==> config.mk <==
export PLATFORM = sky130hd
export DESIGN_NAME = series_sequencer
export DESIGN_NICKNAME = d
export VERILOG_FILES = /design/src/rtl/series_sequencer.sv
export SDC_FILE = /design/constraint.sdc
export NUM_CORES = 1
export LEC_CHECK = 0
export ABC_AREA = 1
export BUFFER_PORTS_ARGS = -buffer_cell sky130_fd_sc_hd__buf_2
export CAP_MARGIN = 5
export CORE_AREA = 4 4 41 43
export CTS_CLUSTER_SIZE = 40
export DETAILED_ROUTE_END_ITERATION = 10
export DIE_AREA = 0 0 45 47
export SLEW_MARGIN = 20
export SYNTH_ARGS = -nofsm -noshare
export SYNTH_HDL_FRONTEND = slang
export SYNTH_SLANG_ARGS = --single-unit
==> constraint.sdc <==
create_clock -name clk -period 1.8 [get_ports clk]
set_input_delay 0.09 -clock clk [delete_from_list [all_inputs] [get_ports clk]]
set_output_delay 0.09 -clock clk [all_outputs]
set_load 0.1 [all_outputs]
==> src/rtl/series_sequencer.sv <==
// Control sequencer stepping the series datapath through N_TERMS term updates per job.
// Define SEQ_ABORT_EN to add the abort input, which returns any active job to IDLE.
module series_sequencer #(
    parameter int N_TERMS = 7,
    parameter int CNT_W   = 3
) (
    input  logic             clk,
    input  logic             rst,
    input  logic             start,
    input  logic             in_valid,
    input  logic             ovf,
`ifdef SEQ_ABORT_EN
    input  logic             abort,
`endif
    output logic             ready,
    output logic             ld_x,
    output logic             ld_init,
    output logic             en_step,
    output logic             sel_x,
    output logic             sel_num,
    output logic             sel_sum,
    output logic             sel_i,
    output logic [CNT_W-1:0] i_cnt,
    output logic             busy,
    output logic             out_valid,
    output logic             error
);

    generate
        if (N_TERMS < 1 || N_TERMS >= (1 << CNT_W)) begin : g_bad_terms
            $error("series_sequencer: N_TERMS out of range for CNT_W");
        end
    endgenerate

    typedef enum logic [2:0] {
        S_IDLE,
        S_WAITX,
        S_COMPUTE,
        S_DONE,
        S_ERR
    } state_t;

    localparam logic [CNT_W-1:0] LAST = CNT_W'(N_TERMS - 1);
    localparam logic [CNT_W-1:0] ONE  = CNT_W'(1);

    state_t state;
    state_t state_n;
    logic   abort_hit;

`ifdef SEQ_ABORT_EN
    assign abort_hit = abort && (state != S_IDLE);
`else
    assign abort_hit = 1'b0;
`endif

    always_ff @(posedge clk) begin
        if (rst) begin
            state <= S_IDLE;
        end else begin
            state <= state_n;
        end
    end

    always_comb begin
        state_n = state;
        unique case (state)
            S_IDLE: begin
                if (start) state_n = S_WAITX;
            end
            S_WAITX: begin
                if (in_valid) state_n = (N_TERMS == 1) ? S_DONE : S_COMPUTE;
            end
            S_COMPUTE: begin
                if (ovf) state_n = S_ERR;
                else if (i_cnt == LAST) state_n = S_DONE;
            end
            S_DONE: state_n = S_IDLE;
            S_ERR: begin
                if (start) state_n = S_WAITX;
            end
            default: state_n = S_IDLE;
        endcase
        if (abort_hit) state_n = S_IDLE;
    end

    always_comb begin
        ready     = 1'b0;
        en_step   = 1'b0;
        busy      = 1'b0;
        out_valid = 1'b0;
        error     = 1'b0;
        unique case (state)
            S_WAITX: begin
                ready = 1'b1;
                busy  = 1'b1;
            end
            S_COMPUTE: begin
                en_step = 1'b1;
                busy    = 1'b1;
            end
            S_DONE: begin
                out_valid = 1'b1;
                busy      = 1'b1;
            end
            S_ERR:   error = 1'b1;
            default: ;
        endcase
    end

    // All feedback selects follow the step enable.
    assign sel_x   = en_step;
    assign sel_num = en_step;
    assign sel_sum = en_step;
    assign sel_i   = en_step;
    assign ld_x    = ready && in_valid;
    assign ld_init = ld_x;

    // The increment on the final step lands on N_TERMS, which still fits CNT_W.
    always_ff @(posedge clk) begin
        if (rst) begin
            i_cnt <= '0;
        end else if (state_n == S_IDLE) begin
            i_cnt <= '0;
        end else if (ld_init) begin
            i_cnt <= ONE;
        end else if (state == S_COMPUTE && !ovf) begin
            i_cnt <= i_cnt + ONE;
        end
    end

endmodule

==> results of run 1 <==
area by class of cell:
cell class                      instances  area (um^2)  area share, %
Timing Repair Buffer                   18        90.09          16.78
Multi-Input combinational cell         42        230.2          42.89
Sequential cell                         6        122.6          22.84
Tap cell                               15        18.77          3.497
Clock buffer                            3        22.52          4.196
Inverter                               14        52.55          9.790
sequential cells by signal (all words and copies together) (netlist names):
name	cells
i_cnt	3
state	3
routing by layer:
metal | routed length [um] | global-route usage, % | vias to the layer above
li1 | - | - | 225
met1 | 350 | 10.32 | 166
met2 | 353 | 12.99 | 11
met3 | 63 | 1.533 | 2
met4 | 10 | 7.018 | 0
met5 | 0 | 0 | -
power by group through the flow:
stage          clock, mW  combinational [mW]  sequential [mW]
5_1_grt            0.135               0.175            0.144
4_1_cts            0.124               0.165            0.143
6_report           0.119               0.163            0.143
2_1_floorplan          0               0.139            0.152
3_5_place_dp           0               0.164            0.146
3_3_place_gp           0               0.163            0.146
metrics by stage:
| step | cell area, um^2 | total power, mW | std cells | hold WS (ns) |
|---|---|---|---|---|
| floorplan | 442.9 | 0.2918 | 67 | 0.1619 |
| global placement | 514.2 | 0.3091 | 95 | 0.3094 |
| detailed placement | 514.2 | 0.3101 | 95 | 0.3101 |
| CTS | 536.8 | 0.4323 | 98 | 0.05939 |
| global route | 536.8 | 0.4531 | 98 | 0.07694 |
| finish | 536.8 | 0.4249 | 98 | 0.06502 |
worst paths after layout:
| path | startpoint | endpoint | slack, ns | cells after the start |
|---|---|---|---|---|
| setup reg to reg | i_cnt[0] | i_cnt[1] | 0.52 | 10 |
| setup / recovery | state[0] | ld_init | 0.25 | 5 |
| hold reg to reg | i_cnt[1] | i_cnt[1] | 0.57 | 4 |
| hold / removal | rst | state[1] | 0.07 | 2 |
cell families (layout without fill, tap and decap cells):
| logic type | count (synthesis) | count (layout) | share of synthesized area (%) |
|---|---|---|---|
| xor gates and xnor gates | 1 | 1 | 2.023 |
| buffers and inverters | 19 | 35 | 20.81 |
| adders and majority gates | 2 | 2 | 5.779 |
| AOI/OAI and AO/OA | 3 | 3 | 3.467 |
| and+or+nand+nor | 36 | 36 | 40.17 |
| DFF | 6 | 6 | 27.75 |
Yosys cell counts, drive strengths merged:
cell type	instances
a21oi	1
buf	5
dfxtp	6
ha	2
inv	14
nand2	13
nand3	5
nor2	18
o21ai	2
xnor2	1
==> impl.org, run 1 <==
** Clocking
- Later-pin clock latency in the skew report :: 0.23 ns
- Setup Fix Bufs, Post-CTS :: 0
- In this run the number of H-tree levels came out at 1.
- Clock input transition at the sequential cells of the worst setup and hold paths :: 0.04 ns
- Hold repair after CTS inserted 0 buffers.
- For this design, the sink count on the clock tree is 6.
- TritonCTS built the clock tree.
- The clock passes through at most 2 buffers.
- Post_cts resized :: 0
- In this run the clock root is driven by a sky130_fd_sc_hd__clkbuf_4.
- TritonCTS created 3 clock buffers.

** Power
- Summed over all nets, the switching power comes to 0.1843 mW.
- Proportion of total power due to net switching :: 43.38%
- IR drop worst, VDD :: 0.5134 mV
- The internal power of the cells totals 0.2406 mW.
- The analysis attributes to cell leakage a power of 0.3069 nW.
- The share of total power dissipated in combinational logic is 38.4%.
- Relative contribution of sequential cells to total power :: 33.7%
- Power density of the placed cells :: 791.5 mW/mm^2
- The clock network burns 27.9% of the power.

** Global route
- Initial antenna violation count :: 0
- Global routing finished with a remaining overflow of 0.
- The first global-routing pass estimated 1283 um of wire.
- Pin count of the biggest net entering global routing :: 9
- Via count of the first global-routing pass :: 324
- Global routing consumed, over all layers together, 8.479% of the routing resources.

** Placement
- At the end of routability-driven placement, the weighted congestion stood at 0.7084.
- Prior to clock tree synthesis, the placed netlist has a worst setup slack of 0.4925 ns.
- During placement, the flow inserted port buffers numbering 18.
- Hpwl dp :: 687.2 um

** STA
- Final worst-path setup slack :: 0.2487 ns
- Worst Tran Pin Value :: 0.4862 ns
- Period utilization :: 86.18%
- Setup Skew :: 0.001449 ns
- Minimum period implied by the final worst setup slack :: 1.551 ns
- Hold violation total from the final report :: 0
- Max-slew violation total from the final report :: 0
- Finish-stage setup viols :: 0
- Timing would allow up to 0.6446 GHz.
- Tightest slew margin relative to the limit :: 67.81%
- Setup repair after global routing missed its margin :: no
- Final-layout setup total negative slack :: 0 ns

** Route
- Number of violations reported at the end of detailed-routing iteration 0 :: 2
- Number of detailed-routing iterations run before antenna repair :: 2
- Using the TritonRoute via totals, the vias-per-cell ratio works out to 4.122.
- Summed over all layers, the routed wires come to 778 um.
- The detail route stage leaves a number of antenna-violating nets equal to 0.
- DRC violation count after routing :: 0
- Wire length per cell :: 7.939 um
- Vias :: 404

** Yosys
- Mapped cell area :: 432.9 um^2
- Library cells used by synthesis :: 14
- In this run, synthesis produced a sequential element count of 6.
- Top area cells in the synthesized netlist :: sky130_fd_sc_hd__dfxtp_1, sky130_fd_sc_hd__nor2_1, sky130_fd_sc_hd__inv_1
- Yosys printed 0 warnings.
- The synthesized design spends more area on one cell type than any other, namely sky130_fd_sc_hd__dfxtp_1.
- Synthesis handed over a netlist of 67 instances.
- Net count after synthesis :: 74
- Dividing the synthesized area by the synthesized cell count gives 6.461 um^2.
- Share of the synthesized area in the top cell type :: 27.75%
- For this run, the register share of the synthesized area comes to 27.75%.

** Floorplan
- The floorplan has 13 rows.
- Total Die Area :: 0.002115 mm^2
- After floorplanning, the core was sized to cover 0.001301 mm^2.
- Die X-Extent :: 45 um
- Num ports :: 19
- Die extent in y :: 47 um
- Once the floorplan was initialized, standard cells occupied 33.27% of the core.

** Setup path
- Buf+Inv Stages, Crit Path :: 3
- Data arrives at the worst endpoint at 1.46 ns.
- CP top delay family :: buffers and inverters
- Data on the critical path is required at its endpoint by 1.71 ns.
- Max stage delay on crit path :: 0.43 ns
- Cell chain of the critical path :: inv_2 -> nor2_4 -> nand3_2 -> inv_1 -> buf_2
- Maximum fanout encountered on the critical timing path :: 4
- Kind of start point of the critical path :: flop
- CP max stage cell :: sky130_fd_sc_hd__buf_2
- The setup path with the least slack is of type flop to output port.
- Nature of the critical path endpoint :: output port

** Cells and area
- The library cells used most frequently in the layout, excluding fill and tap cells, are sky130_fd_sc_hd__buf_2, sky130_fd_sc_hd__nor2_1, sky130_fd_sc_hd__inv_1.
- Layout cells sized above 1 :: 43.37%
- Measured on the finished design, the core utilization comes to 41.25%.
- Filler Cells Inserted :: 158
- Compared with the post-synthesis result, the final layout area differs by 23.99%.
- Most common cell after layout, fill and taps aside :: sky130_fd_sc_hd__buf_2
- Number of nets in the layout :: 92
- Diode insertion count for antenna repair :: 0

** Outcome
- The flow ran to the end, and the final reports show no timing, DRC or antenna violations.

** Flow run
- Max-cap violations in this run came to 0.

** Hold path
- Path class of the lowest-slack min-delay path :: input port to flop
No activity file was read; power rests on OpenSTA's default activity.
==> run 2, diff against run 1 <==
==> constraint.sdc (replaced) <==
create_clock -name clk -period 1.8 [get_ports clk]
set_input_delay 0.09 -clock clk [delete_from_list [all_inputs] [get_ports clk]]
set_output_delay 0.09 -clock clk [all_outputs]
set_load 0.005 [all_outputs]
==> impl.org, run 2 (synthesis gave the netlist of run 1 again) <==
** Cells and area
- In the layout the commonest cells are sky130_fd_sc_hd__buf_2, sky130_fd_sc_hd__nor2_1, sky130_fd_sc_hd__inv_1.
- From synthesis to final layout, the design area changed by 21.68%.
- For this run, the share of the core covered by cells in the final layout is 40.48%.
- Summing all multi-input logic gate instances after layout gives 222.7 um^2.
- Summing all flip-flop and latch instances after layout gives 120.1 um^2.
- Excluding fillers, the count of instances in the completed layout stands at 98.
- Layout cells sized above 1 :: 37.35%
- Most common cell after layout, fill and taps aside :: sky130_fd_sc_hd__buf_2
- Diode insertion count for antenna repair :: 0
- The final layout contains 92 nets.
- Filler Cells Inserted :: 155
- In the final layout, the registers with the most flip-flops are i_cnt: 3 flops, state: 3 flops.

** Clocking
- Clock latency on the worst-skew pair, taken at its later pin, is 0.25 ns.
- TritonCTS Sinks :: 6
- Hold repair after CTS inserted 0 buffers.
- The clock passes through at most 2 buffers.
- Clk Tree Root Cell :: sky130_fd_sc_hd__clkbuf_4
- H-tree levels :: 1
- After clock tree synthesis, the clock-pin slew on the worst setup and hold paths is 0.05 ns.
- After clock tree synthesis, the setup repair step added 0 buffers.
- In this run, post-CTS repair resized a total of 0 instances.
- TritonCTS created 3 clock buffers.
- CTS tree :: done

** Outcome
- Status :: completed

** Route
- Vias :: 410
- For this run, the detailed router's first-pass iteration total came to 4.
- Wire length per cell :: 9.245 um
- Mean number of vias per cell :: 4.184
- In the routed design, unresolved DRC markers number 0.
- ANT nets after route :: 0
- After detailed routing, the total wire length is 906 um.
- Number of violations reported at the end of detailed-routing iteration 0 :: 9

** Global route
- The initial antenna violation count was 0.
- Entering global routing, the biggest net connects 9 pins.
- For this run the aggregate overflow at the end of global routing stands at 0.
- Via count of the first global-routing pass :: 393
- Global-route wire length before repair :: 1428 um
- Global routing used 9.675% of the available tracks.

** Power
- Power density of the placed cells :: 638.2 mW/mm^2
- IR drop worst, VDD :: 0.3371 mV
- In this run the static leakage power is 0.3066 nW.

** Floorplan
- Die X-Extent :: 45 um
- Measured along the y axis, the die boundary spans 47 um.
- Total Die Area :: 0.002115 mm^2
- Number of rows created at floorplan :: 13
- Num ports :: 19
- The initial utilization of the core area, before any placement, comes to 33.27%.
- The core region is 0.001301 mm^2.

** Setup path
- The worst setup path is of the flop to flop kind.
- In this run the worst path has a maximum fanout of 4.
- At the worst endpoint, the required time is 1.94 ns.
- Nature of the critical path endpoint :: flop
- Kind of start point of the critical path :: flop
- Arrival time of data at the critical path endpoint :: 1.46 ns

** Flow run
- Max Cap Violations :: 0

** STA
- Period utilization :: 73.32%
- At the pin with the least slew margin, the transition time is 0.2426 ns.
- Setup Skew :: 0.003310 ns
- Max Clock Freq :: 0.7577 GHz
- Final worst-path setup slack :: 0.4803 ns
- Adding up every negative setup slack in the final design gives 0 ns.
- In this run the tightest slew margin relative to its limit is 83.82%.
- The worst path in the final design needs a cycle of 1.320 ns, including I/O delays and setup.
- On the final layout, the worst hold slack is 0.05794 ns.
- The final count of pins violating max slew was 0.
- Setup repair after global routing left no endpoint under its margin.
- Setup violations remaining at the end of the flow were counted as 0.
- The final hold violation count came to 0.

** Hold path
- Path class of the lowest-slack min-delay path :: input port to flop

** Placement
- Once detailed placement completed, the half-perimeter wirelength came to 763.2 um.
- Global placer's final weighted congestion :: 0.7419
- Setup slack at placement :: 0.4948 ns
- Port buffering added 18 buffers.
- Post-Place Cells :: 95
## run 2: final timing paths
path | start | to | slack [ns] | cells past startpoint
max | i_cnt[0] | i_cnt[2] | 0.48 | 10
min | rst | state[1] | 0.06 | 2
max reg2reg | i_cnt[0] | i_cnt[2] | 0.48 | 10
min reg2reg | i_cnt[2] | i_cnt[2] | 0.56 | 3
## run 2: critical path, cell delays in order, from the launching register on
cell and delay [ns]:
sky130_fd_sc_hd__dfxtp_1 0.37, sky130_fd_sc_hd__inv_1 0.08, sky130_fd_sc_hd__ha_1 0.20, sky130_fd_sc_hd__nand2_1 0.07
sky130_fd_sc_hd__nand2_1 0.04, sky130_fd_sc_hd__nand2_1 0.05, sky130_fd_sc_hd__nor2_1 0.04, sky130_fd_sc_hd__nor2_1 0.15
sky130_fd_sc_hd__nand3_2 0.09, sky130_fd_sc_hd__nand2_1 0.09, sky130_fd_sc_hd__nor2_1 0.04
## run 2: power by group
part	switching, mW	internal [mW]	total (mW)	leakage (nW)
combinational	0.0401	0.0269	0.0670	0.244
sequential	0.00536	0.138	0.143	0.0487
clock	0.0506	0.0756	0.126	0.0138
## run 2: per-layer routing
metal  share of wire [%]  vias to the layer above  track usage, %
li1                    -                      226               -
met1                  45                      168           11.03
met2                  45                       14           14.69
met3                 7.9                        2           2.682
met4                 1.9                        0           8.772
met5                   0                        -               0
## run 2: through the flow
stage / instance area [um^2] / total power, mW
2_1_floorplan: 432.9 / 0.1940
3_3_place_gp: 504.2 / 0.2118
3_5_place_dp: 504.2 / 0.2131
4_1_cts: 526.8 / 0.3410
5_1_grt: 526.8 / 0.3554
6_report: 526.8 / 0.3362
## run 2: layout make-up
type | instances | share of cell area, %
tap | 15 | 3.563
sequential | 6 | 22.80
clock buffer | 3 | 4.276
multi-input combinational | 42 | 42.28
inverter | 14 | 9.976
timing repair buffer | 18 | 17.10
==> run 3, diff against run 2 <==
==> constraint.sdc (replaced) <==
create_clock -name clk -period 1.33 [get_ports clk]
set_input_delay 0.0665 -clock clk [delete_from_list [all_inputs] [get_ports clk]]
set_output_delay 0.0665 -clock clk [all_outputs]
set_load 0.005 [all_outputs]
==> impl.org, run 3 (synthesis gave the netlist of run 1 again) <==
** Clocking
- Number of buffers between clock root and the deepest sink :: 2
- CTS tree :: done
- In this run, CTS created clock tree buffers numbering 3.
- The clock reaches the later pin of the worst-skew pair after 0.25 ns.
- CTS built an H-tree with a depth of 1.
- Clock input transition at the sequential cells of the worst setup and hold paths :: 0.04 ns
- CTS saw 6 sinks.
- Clk Tree Root Cell :: sky130_fd_sc_hd__clkbuf_4

** Cells and area
- Summing all flip-flop and latch instances after layout gives 121.4 um^2.
- 0 antenna diodes ended up in the layout.
- Filler Cells Inserted :: 166
- The largest registers in the layout are i_cnt: 3 flops, state: 3 flops.
- Most common cell after layout, fill and taps aside :: sky130_fd_sc_hd__buf_2
- After the last flow step, the layout net total stands at 97.
- Multi-input gate area in the final layout :: 231.5 um^2
- From synthesis to final layout, the design area changed by 32.66%.
- Layout cells sized above 1 :: 45.45%
- Leaving out fill and tap cells, the most frequent cells in the layout are sky130_fd_sc_hd__buf_2, sky130_fd_sc_hd__nor2_1, sky130_fd_sc_hd__inv_1.

** Floorplan
- From bottom edge to top edge, the die measures 47 um.
- For this configuration, the core starts out at a cell density of 33.27%.
- Num ports :: 19
- Area of the core :: 0.001301 mm^2
- Measured along the x axis, the die boundary spans 45 um.
- The initialized floorplan defines 13 standard-cell rows.
- The die covers 0.002115 mm^2.

** Power
- Leak Pwr :: 0.3340 nW
- IR drop worst, VDD :: 0.3096 mV
- In this run the power density over the cells is 813.0 mW/mm^2.

** STA
- Setup repair after global routing missed its margin :: no
- Setup violations remaining at the end of the flow were counted as 0.
- The final count of pins violating max slew is 0.
- In this run the tightest slew margin relative to its limit is 87.66%.
- After routing, the total negative slack on setup checks comes to 0 ns.
- The worst path needs 1.221 ns of the cycle, external delays included.
- Hold violation total from the final report :: 0
- Final hold analysis gives a worst-case slack of 0.03127 ns.
- Max Clock Freq :: 0.8189 GHz
- In the finished design, the share of the clock period the worst path needs comes to 91.81%.
- Across the routed clock network, the largest skew measured is 0.002145 ns.
- Worst Tran Pin Value :: 0.1845 ns

** Outcome
- Status :: completed

** Route
- DRC violation count after routing :: 0
- In this run, the number of DRC markers left after iteration 0 of detailed routing was 1.
- After detailed routing, the average wire length per cell comes to 8.845 um.
- The first TritonRoute pass finished after 3 iterations.
- The final layout contains routed wiring with a total length of 911 um.
- In the routed layout, each cell is associated on average with a via count of 4.272.
- ANT nets after route :: 0
- Across all layers, the routed design uses 440 vias.

** Hold path
- The tightest min-delay check is of the input port to flop type.

** Global route
- Global routing consumed, over all layers together, 9.660% of the routing resources.
- The first global-routing pass estimated 1442 um of wire.
- Pin count of the biggest net entering global routing :: 9
- Via count of the first global-routing pass :: 370
- The initial antenna violation count is 0.
- Gr busiest metal :: met2
- Met1 capacity usage during global routing :: 11.44%
- The total overflow left after global routing is 0.
- For this run, global-route usage on met3 was measured as 1.916%.
- Met2 demand-to-capacity share in global routing :: 13.84%

** Setup path
- Arrival time of data at the critical path endpoint :: 1.15 ns
- In this run the worst path has a maximum fanout of 4.
- Nature of the critical path endpoint :: output port
- The worst setup path is launched from a flop.
- Required time reported for the critical path endpoint :: 1.26 ns
- Cell chain of the critical path :: inv_2 -> nor2_4 -> nand3_2 -> inv_1 -> buf_2
- By startpoint and endpoint, the worst setup path is classified as flop to output port.
- CP max stage cell :: sky130_fd_sc_hd__dfxtp_1
- On the worst path, the slowest cell contributes a delay of 0.40 ns.

** Placement
- Port-buffer cells :: 18
- Detailed placement finished with a half-perimeter wire length of 738.7 um.
- The congestion estimate from routability-driven global placement came to 0.7485.

** Flow run
- Max Cap Violations :: 0
run 3: what timing repair did:
action	4_1_cts	5_1_grt
setup buffers	0	4
setup endpoints to repair	0	3
hold buffers	0	0
resized for setup	0	4
run 3: power breakdown:
group	internal, mW	leakage, nW	total [mW]	switching [mW]
registers	0.186	0.0492	0.193	0.00672
clock network	0.102	0.0138	0.169	0.0671
logic	0.0457	0.271	0.104	0.0588
total	0.334	0.334	0.467	0.133
run 3: worst max-delay path, delay by kind of cell (launching register included):
| family | cells | cell delay, ns |
|---|---|---|
| buffers and inverters | 3 | 0.30 |
| AND/OR/NAND/NOR | 2 | 0.21 |
| flip-flops | 1 | 0.40 |
run 3: metal layers:
metal | up-vias | part of all wire [%] | routed length [um]
met5 | - | 0 | 0
met4 | 0 | 3.8 | 35
met3 | 5 | 7.7 | 70
met2 | 15 | 43 | 395
met1 | 185 | 45 | 410
li1 | 235 | - | -
run 3: cell type report:
type | count | area share [%]
clock buffer | 3 | 3.922
inverter | 14 | 9.150
multi-input combinational | 42 | 40.30
sequential | 6 | 21.13
tap | 15 | 3.268
timing repair buffer | 23 | 22.22
run 3: metrics by stage:
step                      util [%]  total power, mW  area [um^2]  cells  worst slack [ns]
after floorplan                  -           0.2626        432.9     67            0.1150
after global placement       39.33           0.2891        511.7     96            0.1032
after detailed placement     39.33           0.2903        511.7     96           0.06594
after CTS                    41.06           0.4652        534.3     99           0.05737
after global routing         44.13           0.4960        574.3    103           0.01257
final                        44.13           0.4669        574.3    103            0.1089
run 3: final timing paths:
check	startpoint	to	slack, ns	cells after the start
worst max-delay path	state[0]	ld_init	0.11	5
worst min-delay path	rst	state[2]	0.03	2
worst max register to register	state[2]	i_cnt[1]	0.13	8
worst min register to register	i_cnt[2]	i_cnt[2]	0.56	3
